`src/rtl/rapid_pkg.sv`:
```
`default_nettype none
// ============================================================================
// Module      : rapid_pkg
// Description : Shared width, NOP encoding, fetch state enum and the
//               buffered-instruction record used by the fetch front end.
// Revision    : 1.0 - initial release
// ============================================================================
package rapid_pkg;

    localparam int              XLEN      = 32;
    localparam logic [XLEN-1:0] NOP_INSTR = 32'h0000_0013;

    typedef enum logic [1:0] {
        FETCH = 2'd0,
        WAIT  = 2'd1,
        DROP  = 2'd2
    } fetch_state_e;

    typedef struct packed {
        logic [XLEN-1:0] pc;
        logic [XLEN-1:0] data;
    } fetch_entry_t;

endpackage
`default_nettype wire

```
`src/rtl/fetch_fifo.sv`:
```
`default_nettype none
// ============================================================================
// Module      : fetch_fifo
// Description : Synchronous instruction buffer holding {pc, data} entries,
//               with push/pop/flush, full/empty flags and occupancy count.
// Revision    : 1.0 - initial release
// ============================================================================
module fetch_fifo
    import rapid_pkg::*;
#(
    parameter int DEPTH = 2
) (
    input  logic                   i_clk,
    input  logic                   i_rst_n,
    input  logic                   i_flush,
    input  logic                   i_push,
    input  logic                   i_pop,
    input  fetch_entry_t           i_entry,
    output fetch_entry_t           o_entry,
    output logic                   o_full,
    output logic                   o_empty,
    output logic [$clog2(DEPTH):0] o_count
);

    localparam int               PTR_W   = $clog2(DEPTH);
    localparam logic [PTR_W:0]   DEPTH_C = (PTR_W+1)'(DEPTH);

    fetch_entry_t     mem [DEPTH];
    logic [PTR_W-1:0] rd_ptr;
    logic [PTR_W-1:0] wr_ptr;
    logic [PTR_W:0]   count;
    logic             do_push;
    logic             do_pop;

    // A full buffer still accepts a push when the head leaves the same cycle.
    assign do_pop  = i_pop && (count != '0);
    assign do_push = i_push && ((count != DEPTH_C) || do_pop);

    always_ff @(posedge i_clk or negedge i_rst_n) begin
        if (!i_rst_n) begin
            rd_ptr <= '0;
            wr_ptr <= '0;
            count  <= '0;
        end else if (i_flush) begin
            rd_ptr <= '0;
            wr_ptr <= '0;
            count  <= '0;
        end else begin
            if (do_push) wr_ptr <= wr_ptr + 1'b1;
            if (do_pop)  rd_ptr <= rd_ptr + 1'b1;
            case ({do_push, do_pop})
                2'b10:   count <= count + 1'b1;
                2'b01:   count <= count - 1'b1;
                default: count <= count;
            endcase
        end
    end

    always_ff @(posedge i_clk) begin
        if (do_push && !i_flush) mem[wr_ptr] <= i_entry;
    end

    assign o_entry = mem[rd_ptr];
    assign o_full  = (count == DEPTH_C);
    assign o_empty = (count == '0);
    assign o_count = count;

endmodule
`default_nettype wire

```
`src/rtl/fetch_unit.sv`:
```
`default_nettype none
// ============================================================================
// Module      : fetch_unit
// Description : Instruction fetch with single outstanding request, redirect
//               flush and buffered decode hand-off. FETCH_MISALIGN_CHECK_EN
//               adds o_misaligned and request blocking on unaligned targets.
// Revision    : 1.0 - initial release
// ============================================================================
module fetch_unit
    import rapid_pkg::*;
#(
    parameter logic [XLEN-1:0] RESET_PC   = 32'h0000_0000,
    parameter int              FIFO_DEPTH = 2
) (
    input  logic            i_clk,
    input  logic            i_rst_n,
    input  logic            i_redirect,
    input  logic [XLEN-1:0] i_redirect_pc,
    output logic            o_imem_req,
    output logic [XLEN-1:0] o_imem_addr,
    input  logic            i_imem_gnt,
    input  logic            i_imem_rvalid,
    input  logic [XLEN-1:0] i_imem_rdata,
    output logic            o_valid,
    output logic [XLEN-1:0] o_instruction,
    output logic [XLEN-1:0] o_pc,
`ifdef FETCH_MISALIGN_CHECK_EN
    output logic            o_misaligned,
`endif
    input  logic            i_ready
);

    localparam int CNT_W = $clog2(FIFO_DEPTH) + 1;

    fetch_state_e    state;
    fetch_state_e    state_next;
    logic [XLEN-1:0] fetch_pc;
    logic [XLEN-1:0] fetch_pc_next;
    logic [XLEN-1:0] target_pc;
    logic            started;
    logic            req_hold;
    logic            req;
    logic            grant;
    logic            push;
    logic            pop;
    logic            fifo_full;
    logic            fifo_empty;
    logic [CNT_W-1:0] fifo_count;
    logic [CNT_W-1:0] free_slots;
    logic [CNT_W-1:0] outstanding;
    fetch_entry_t    head;
    fetch_entry_t    new_entry;

`ifdef FETCH_MISALIGN_CHECK_EN
    logic misaligned;

    always_ff @(posedge i_clk or negedge i_rst_n) begin
        if (!i_rst_n)        misaligned <= 1'b0;
        else if (i_redirect) misaligned <= |i_redirect_pc[1:0];
    end

    assign target_pc    = i_redirect_pc;
    assign req_hold     = misaligned;
    assign o_misaligned = misaligned;
`else
    logic unused_pc_lsbs;

    assign target_pc      = {i_redirect_pc[XLEN-1:2], 2'b00};
    assign unused_pc_lsbs = ^i_redirect_pc[1:0];
    assign req_hold       = 1'b0;
`endif

    // 'started' keeps the request low until the first edge after reset release.
    assign outstanding = (state == FETCH) ? '0 : CNT_W'(1);
    assign free_slots  = CNT_W'(FIFO_DEPTH) - fifo_count;
    assign req   = started && (state == FETCH) && !fifo_full &&
                   (free_slots > outstanding) && !req_hold;
    assign grant = req && i_imem_gnt;
    assign push  = (state == WAIT) && i_imem_rvalid && !i_redirect;
    assign pop   = !fifo_empty && i_ready && !i_redirect;

    assign new_entry.pc   = fetch_pc - 32'd4;
    assign new_entry.data = i_imem_rdata;

    always_ff @(posedge i_clk or negedge i_rst_n) begin
        if (!i_rst_n) begin
            state    <= FETCH;
            fetch_pc <= RESET_PC;
            started  <= 1'b0;
        end else begin
            state    <= state_next;
            fetch_pc <= fetch_pc_next;
            started  <= 1'b1;
        end
    end

    always_comb begin
        state_next    = state;
        fetch_pc_next = fetch_pc;
        case (state)
            FETCH:   if (grant) state_next = i_redirect ? DROP : WAIT;
            WAIT: begin
                if (i_imem_rvalid)   state_next = FETCH;
                else if (i_redirect) state_next = DROP;
            end
            DROP:    if (i_imem_rvalid) state_next = FETCH;
            default: state_next = FETCH;
        endcase
        if (i_redirect)  fetch_pc_next = target_pc;
        else if (grant)  fetch_pc_next = fetch_pc + 32'd4;
    end

    fetch_fifo #(
        .DEPTH (FIFO_DEPTH)
    ) u_fifo (
        .i_clk   (i_clk),
        .i_rst_n (i_rst_n),
        .i_flush (i_redirect),
        .i_push  (push),
        .i_pop   (pop),
        .i_entry (new_entry),
        .o_entry (head),
        .o_full  (fifo_full),
        .o_empty (fifo_empty),
        .o_count (fifo_count)
    );

    assign o_imem_req    = req;
    assign o_imem_addr   = fetch_pc;
    assign o_valid       = !fifo_empty;
    assign o_instruction = o_valid ? head.data : NOP_INSTR;
    assign o_pc          = o_valid ? head.pc   : '0;

endmodule
`default_nettype wire
```
`config.mk`:
```
export PLATFORM = sky130hd
export DESIGN_NAME = fetch_unit
export DESIGN_NICKNAME = d
export VERILOG_FILES = /design/src/rtl/rapid_pkg.sv /design/src/rtl/fetch_fifo.sv /design/src/rtl/fetch_unit.sv
export SDC_FILE = /design/constraint.sdc
export NUM_CORES = 1
export LEC_CHECK = 0
export CORE_MARGIN = 4
export CORE_UTILIZATION = 50
export CTS_BUF_LIST = sky130_fd_sc_hd__clkbuf_16
export DETAILED_ROUTE_END_ITERATION = 7
export PLACE_DENSITY_LB_ADDON = 0.2
export SLEW_MARGIN = 20
export SYNTH_ARGS = -nofsm -noshare
export SYNTH_HDL_FRONTEND = slang
export SYNTH_SLANG_ARGS = --single-unit
```
`constraint.sdc`:
```
create_clock -name i_clk -period 6.16 [get_ports i_clk]
set_clock_uncertainty 0.05 [all_clocks]
set_input_delay 1.232 -clock i_clk [delete_from_list [all_inputs] [get_ports i_clk]]
set_output_delay 1.232 -clock i_clk [all_outputs]
set_load 0.01 [all_outputs]
```
; ---- Word level (Yosys, flattened, before mapping)
; Memories as Yosys holds them, arrays and structs flattened.
; Index checks and enable logic that the tools add are counted.
[word_totals]
reg_bits = 39
latchBits = 0
ram_bits = 128
mem_bits_ro = 0
out_inout_bits = 98
n_memories = 1
[memory_table]
columns = name, words, width, rd, rd_ports_with_merged_regs, write_ports, line
row1 = u_fifo.mem, 2, 64, 1, 0, 1, fetch_fifo.sv:28  ; fetch_entry_t mem [DEPTH];
[classes]
addsub = 7
n_mul = 0
div_mod_pow = 0
magnitude_cmp = 1
n_eq_ne = 9
n_shift = 0
n_mux = 19
n_bitwise = 0
n_reduce_logical = 23
[op_table]
columns = cell, count
row1 = 32-bit two-way mux, 4
row2 = "32-bit by 3-bit adder with 32-bit output, second input constant", 1
row3 = "32-bit by 3-bit subtractor with 32-bit output, second input constant", 1
row4 = 2-bit two-way mux, 6
row5 = 1-bit logical AND, 11
row6 = 2-bit nonzero test, 4
row7 = 1-bit two-way mux, 7
row8 = "2-bit == test, second input constant", 3
row9 = "2-bit != test, second input constant", 3
row10 = 2-bit one-hot mux with 3 select lines, 1
row11 = "2-bit by 1-bit == test with 1-bit output, second input constant", 2
row12 = 2-bit zero test, 2
row13 = 2-bit one-hot mux with 2 select lines, 1
row14 = 1-bit zero test, 3
row15 = "3-bit != test, second input constant", 1
row16 = 3-bit AND reduction, 1
row17 = 3-bit nonzero test, 1
row18 = "1-bit adder, second input constant", 2
row19 = "2-bit by 1-bit adder with 2-bit output, second input constant", 1
row20 = 2-bit by 1-bit greater-than comparator with 1-bit output, 1
row21 = "2-bit by 1-bit subtractor with 2-bit output, second input constant", 1
row22 = "2-bit subtractor, first input constant", 1
row23 = 1-bit logical OR, 1

; ---- Depth between registers and ports, before layout
[depth]
word_depth = 10
ltp_mapped = 9
depth_no_buf = 7

; ---- By module
; Synthesis repeated with hierarchy kept, for this count alone.
[unflattened]
hier_cells = 650
area_unflattened_um2 = 8142.8
[by_module_without_submodules]
columns = mod, n_inst, cells_per_inst, area_each_um2, seq_area_each_um2
row1 = fetch_fifo, 1, 224, 4853.4, 3943.8
row2 = fetch_unit, 1, 426, 3289.4, 825.8

; ---- Worst setup path before layout
; Ideal clock, no wire load.
[synth_path]
kind = input to register
startpoint = in i_redirect
endpoint = mem u_fifo.mem[0][0] (netlist bit), enable pin
t_arrival_ps = 4814
required_time_ps = 5619
path_slack_ps = 806
stages = 4
path_buffers = 1
cell_sequence = or3b_2 clkbuf_1 a21oi_1 nor2b_1
[synth_between]
elab_chain_len = 8
[synth_rtl]
columns = item, line
row1 = start: declaration, fetch_unit.sv:17  ; input logic i_redirect,
row2 = 1-bit zero test (*), "fetch_fifo.sv:60, fetch_unit.sv:79, fetch_unit.sv:80"
row3 = 1-bit logical AND, fetch_unit.sv:80  ; assign pop = !fifo_empty && i_ready && !i_redirect;
row4 = 1-bit logical AND, fetch_fifo.sv:36  ; assign do_pop = i_pop && (count != '0);
row5 = 1-bit logical OR, fetch_fifo.sv:37  ; assign do_push = i_push && ((count != DEPTH_C) || do_pop);
row6 = 1-bit logical AND, fetch_fifo.sv:37
row7 = 1-bit logical AND (*), fetch_fifo.sv:60  ; if (do_push && !i_flush) mem[wr_ptr] <= i_entry;
row8 = 1-bit two-way mux (*), fetch_fifo.sv:60
row9 = 1-bit two-way mux (implied by the code) (*), fetch_fifo.sv:60
row10 = end: declaration, fetch_fifo.sv:28
; Mark *: on every way between the ends. The rest lies on a longest branch, timed or not.

; ---- Worst setup path in the final report
[layout_path]
startpoint = reg u_fifo.count[0] (netlist: u_fifo.o_count[0])
endpoint = out o_pc[13]
[layout_between]
elab_chain_len = 2
[layout_rtl]
columns = item, line
row1 = start: declaration, fetch_fifo.sv:31  ; logic [PTR_W:0] count;
row2 = start signal: assignment, fetch_fifo.sv:52  ; 2'b10: count <= count + 1'b1;
row3 = start signal: assignment, fetch_fifo.sv:53  ; 2'b01: count <= count - 1'b1;
row4 = start signal: assignment, fetch_fifo.sv:54  ; default: count <= count;
row5 = 2-bit zero test, fetch_fifo.sv:65  ; assign o_empty = (count == '0);
row6 = 32-bit two-way mux, fetch_unit.sv:132  ; assign o_pc = o_valid ? head.pc : '0;
row7 = end: declaration, fetch_unit.sv:26  ; output logic [XLEN-1:0] o_pc,
; No other way between the ends.

==> run metrics <==
RD Place Congestion=0.853; top cells by area, synth=edfxtp_1 (50%), dfrtp_1 (12%), mux2i_1 (8.3%); vias in the first global route=5090; min-delay worst type=reg -> reg; area delta synth->final=30.7%; DIE AREA=17000 µm²; number of instances resized during post-cts repair=0; CP Cell Sequence=inv_1 > ha_2 > buf_4 > nor2_1 > clkdlybuf4s50_1; DPL Wire Length=11200 µm; Worst Reg-to-Reg Cells=6; Min-Delay Path Depth=1; setup bufs post-CTS=0; Worst R2R Start=u_fifo.o_count[0]$_DFFE_PN0P_; clock sinks=161; Crit. End Element=output port; count leader, synth=edfxtp_1; Final Max Tran Viols=0; leakage power=3.34 nW; root buffer cell=clkbuf_16; VDD IR max=206 µV; RR Endpoint=u_fifo.mem[1][15]$_DFFE_PP_; number of diodes=0; Clock Path Buffers=2; wire per inst=17.2 µm; syn avg cell area=12.4 µm²; Worst R2R Setup Slack=2830 ps; RSZ-0062 raised after global routing=no; Main synth FF type=edfxtp_1; worst hold path endpoint=state[1]$_DFFE_PN0P_; sequential area share after synthesis=62.2%; CTS tree=built; routed wire length=16200 µm; share of the synthesized area in the top cell type=49.8%; number of routed nets with antenna violations=0; nets=820; critical path peak fanout=47; post-layout worst setup margin=2300 ps; router iterations before antenna repair=6; minimum clock period=3860 ps; # DRC=0; multi-input logic area=2600 µm²; status=finished, final reports clean; Critical path buffers and inverters=3; max-cap check violation count=0; pwr dens=291 nW/µm²; Fin. Hold Viols=0; slowest stage delay, CP=530 ps; Synth Warn #=0; worst endpoint required time=4880 ps; row count=44; cell count after synthesis=603; Hold Crit Start=state[1]$_DFFE_PN0P_; Least-Margin Pin Slew=1120 ps; Initial Util=51.2%; first-pass GRT wire length=25800 µm; crit path kind=reg -> out; Syn Std Cell Area=7470 µm²; largest net degree at the start of global routing=68; Peak Freq=259 MHz; cts hold-fix bufs=0; Die Y-Extent=130 µm; Final Cycle Share=62.7%; Clk Latency, worst-skew pair=410 ps; H-tree depth=4; synth cell count leaders=edfxtp_1 (124), nor2_1 (79), mux2i_1 (62); CORE AREA=14600 µm²; Yosys top cell by area=edfxtp_1; CP max-delay cell=clkdlybuf4s50_1; startpoint class of the critical path=register; Setup TNS=0 ps; Crit path max-delay family=buffers and inverters; relative slew slack=25.1%; FF+latch area=4650 µm²; die width=130 µm; final global-route overflow total=0; Final Setup Violations=0; #FFs+latches synth=161; Yosys cell types=47; Ports=168; Worst-path clk slew=60 ps; Vias/cell=5.31; initial antenna violation count=0; asr flop ratio synth=23.0%; number of fill cells in the layout=1062; routed via count=5011; GR Util All Layers=19.6%; CTS Buf Count=17; Post-synth EDFFs=124; critical path data arrival time=2580 ps; DRT iter0 DRCs=337; DP Worst Slack=1940 ps; share of layout cells above drive strength 1=7.77%; input/output buffers=161
[metal layers]
layer	up-vias	routed length, µm	global-route usage, %	part of all wire, %
met3	30	1090	4.30	6.7
met1	2381	6880	26.2	42
li1	2425	-	-	-
met2	175	7900	31.8	49
met5	-	0	0	0
met4	0	360	7.27	2.2
[worst max path at each step]
| stage | startpoint | end | depth (start not counted) |
|---|---|---|---|
| 2_1_floorplan | i_redirect | u_fifo.mem[0][0]$_DFFE_PP_ | 4 |
| 3_3_place_gp | i_redirect | u_fifo.mem[1][20]$_DFFE_PP_ | 5 |
| 3_5_place_dp | i_redirect | u_fifo.mem[1][20]$_DFFE_PP_ | 5 |
| 4_1_cts | u_fifo.o_count[0]$_DFFE_PN0P_ | o_pc[11] | 5 |
| 5_1_grt | u_fifo.o_count[0]$_DFFE_PN0P_ | o_pc[11] | 5 |
| 6_report | u_fifo.o_count[0]$_DFFE_PN0P_ | o_pc[13] | 5 |
[logic make-up (layout without fill, tap and decap cells)]
logic type	Yosys count	in the layout	synth area share, %
and+or+nand+nor	220	220	15.5
DFF	161	161	62.2
muxes	63	63	8.45
xor gates and xnor gates	57	57	6.68
buffers and inverters	54	207	3.31
AOI/OAI and AO/OA	42	42	3.06
adders and majority gates	4	4	0.670
other	2	5	0.100
[sequential cells by signal, summed over array words and instances, names as in the netlist]
| name | cells |
|---|---|
| state | 2 |
| u_fifo.mem | 124 |
| u_fifo.wr_ptr | 1 |
| u_fifo.rd_ptr | 1 |
| o_imem_addr | 30 |
| started | 1 |
| u_fifo.o_count | 2 |
[power by group]
part | internal, mW | leakage, nW | switching, mW
Sequential | 1.22 | 1.58 | 0.0854
Clock | 0.676 | 0.308 | 0.414
Combinational | 0.249 | 1.46 | 0.205
[cells in the final DEF (no fill, tap or decap), drive strengths merged, types with 8 or more instances in the layout]
cell,instances
xnor2,20
clkdlybuf4s50,159
nand4,15
nor3,13
nand2,54
nor4,10
dfrtp,37
clkbuf,17
o21ai,33
nor2,79
or3,8
inv,13
mux2i,62
xor2,37
nand3,14
edfxtp,124
[layout make-up]
class	count	area share (%)
tap	184	2.36
sequential	161	47.6
clock inverter	15	1.96
inverter	10	0.384
clock buffer	17	4.35
timing repair buffer	165	16.7
multi-input combinational	391	26.6
[stage by stage]
step / cells / area (µm²) / util [%] / hold slack, ps / power, mW
after floorplan: 606 / 7490 / - / 460 / 1.54
after global placement: 911 / 9150 / 62.7 / 478 / 1.77
after detailed placement: 911 / 9150 / 62.7 / 512 / 1.78
after CTS: 943 / 9770 / 67.0 / 525 / 2.87
after global routing: 943 / 9770 / 67.0 / 556 / 2.96
final: 943 / 9770 / 67.0 / 534 / 2.85
No activity file was read; power rests on OpenSTA's default activity.
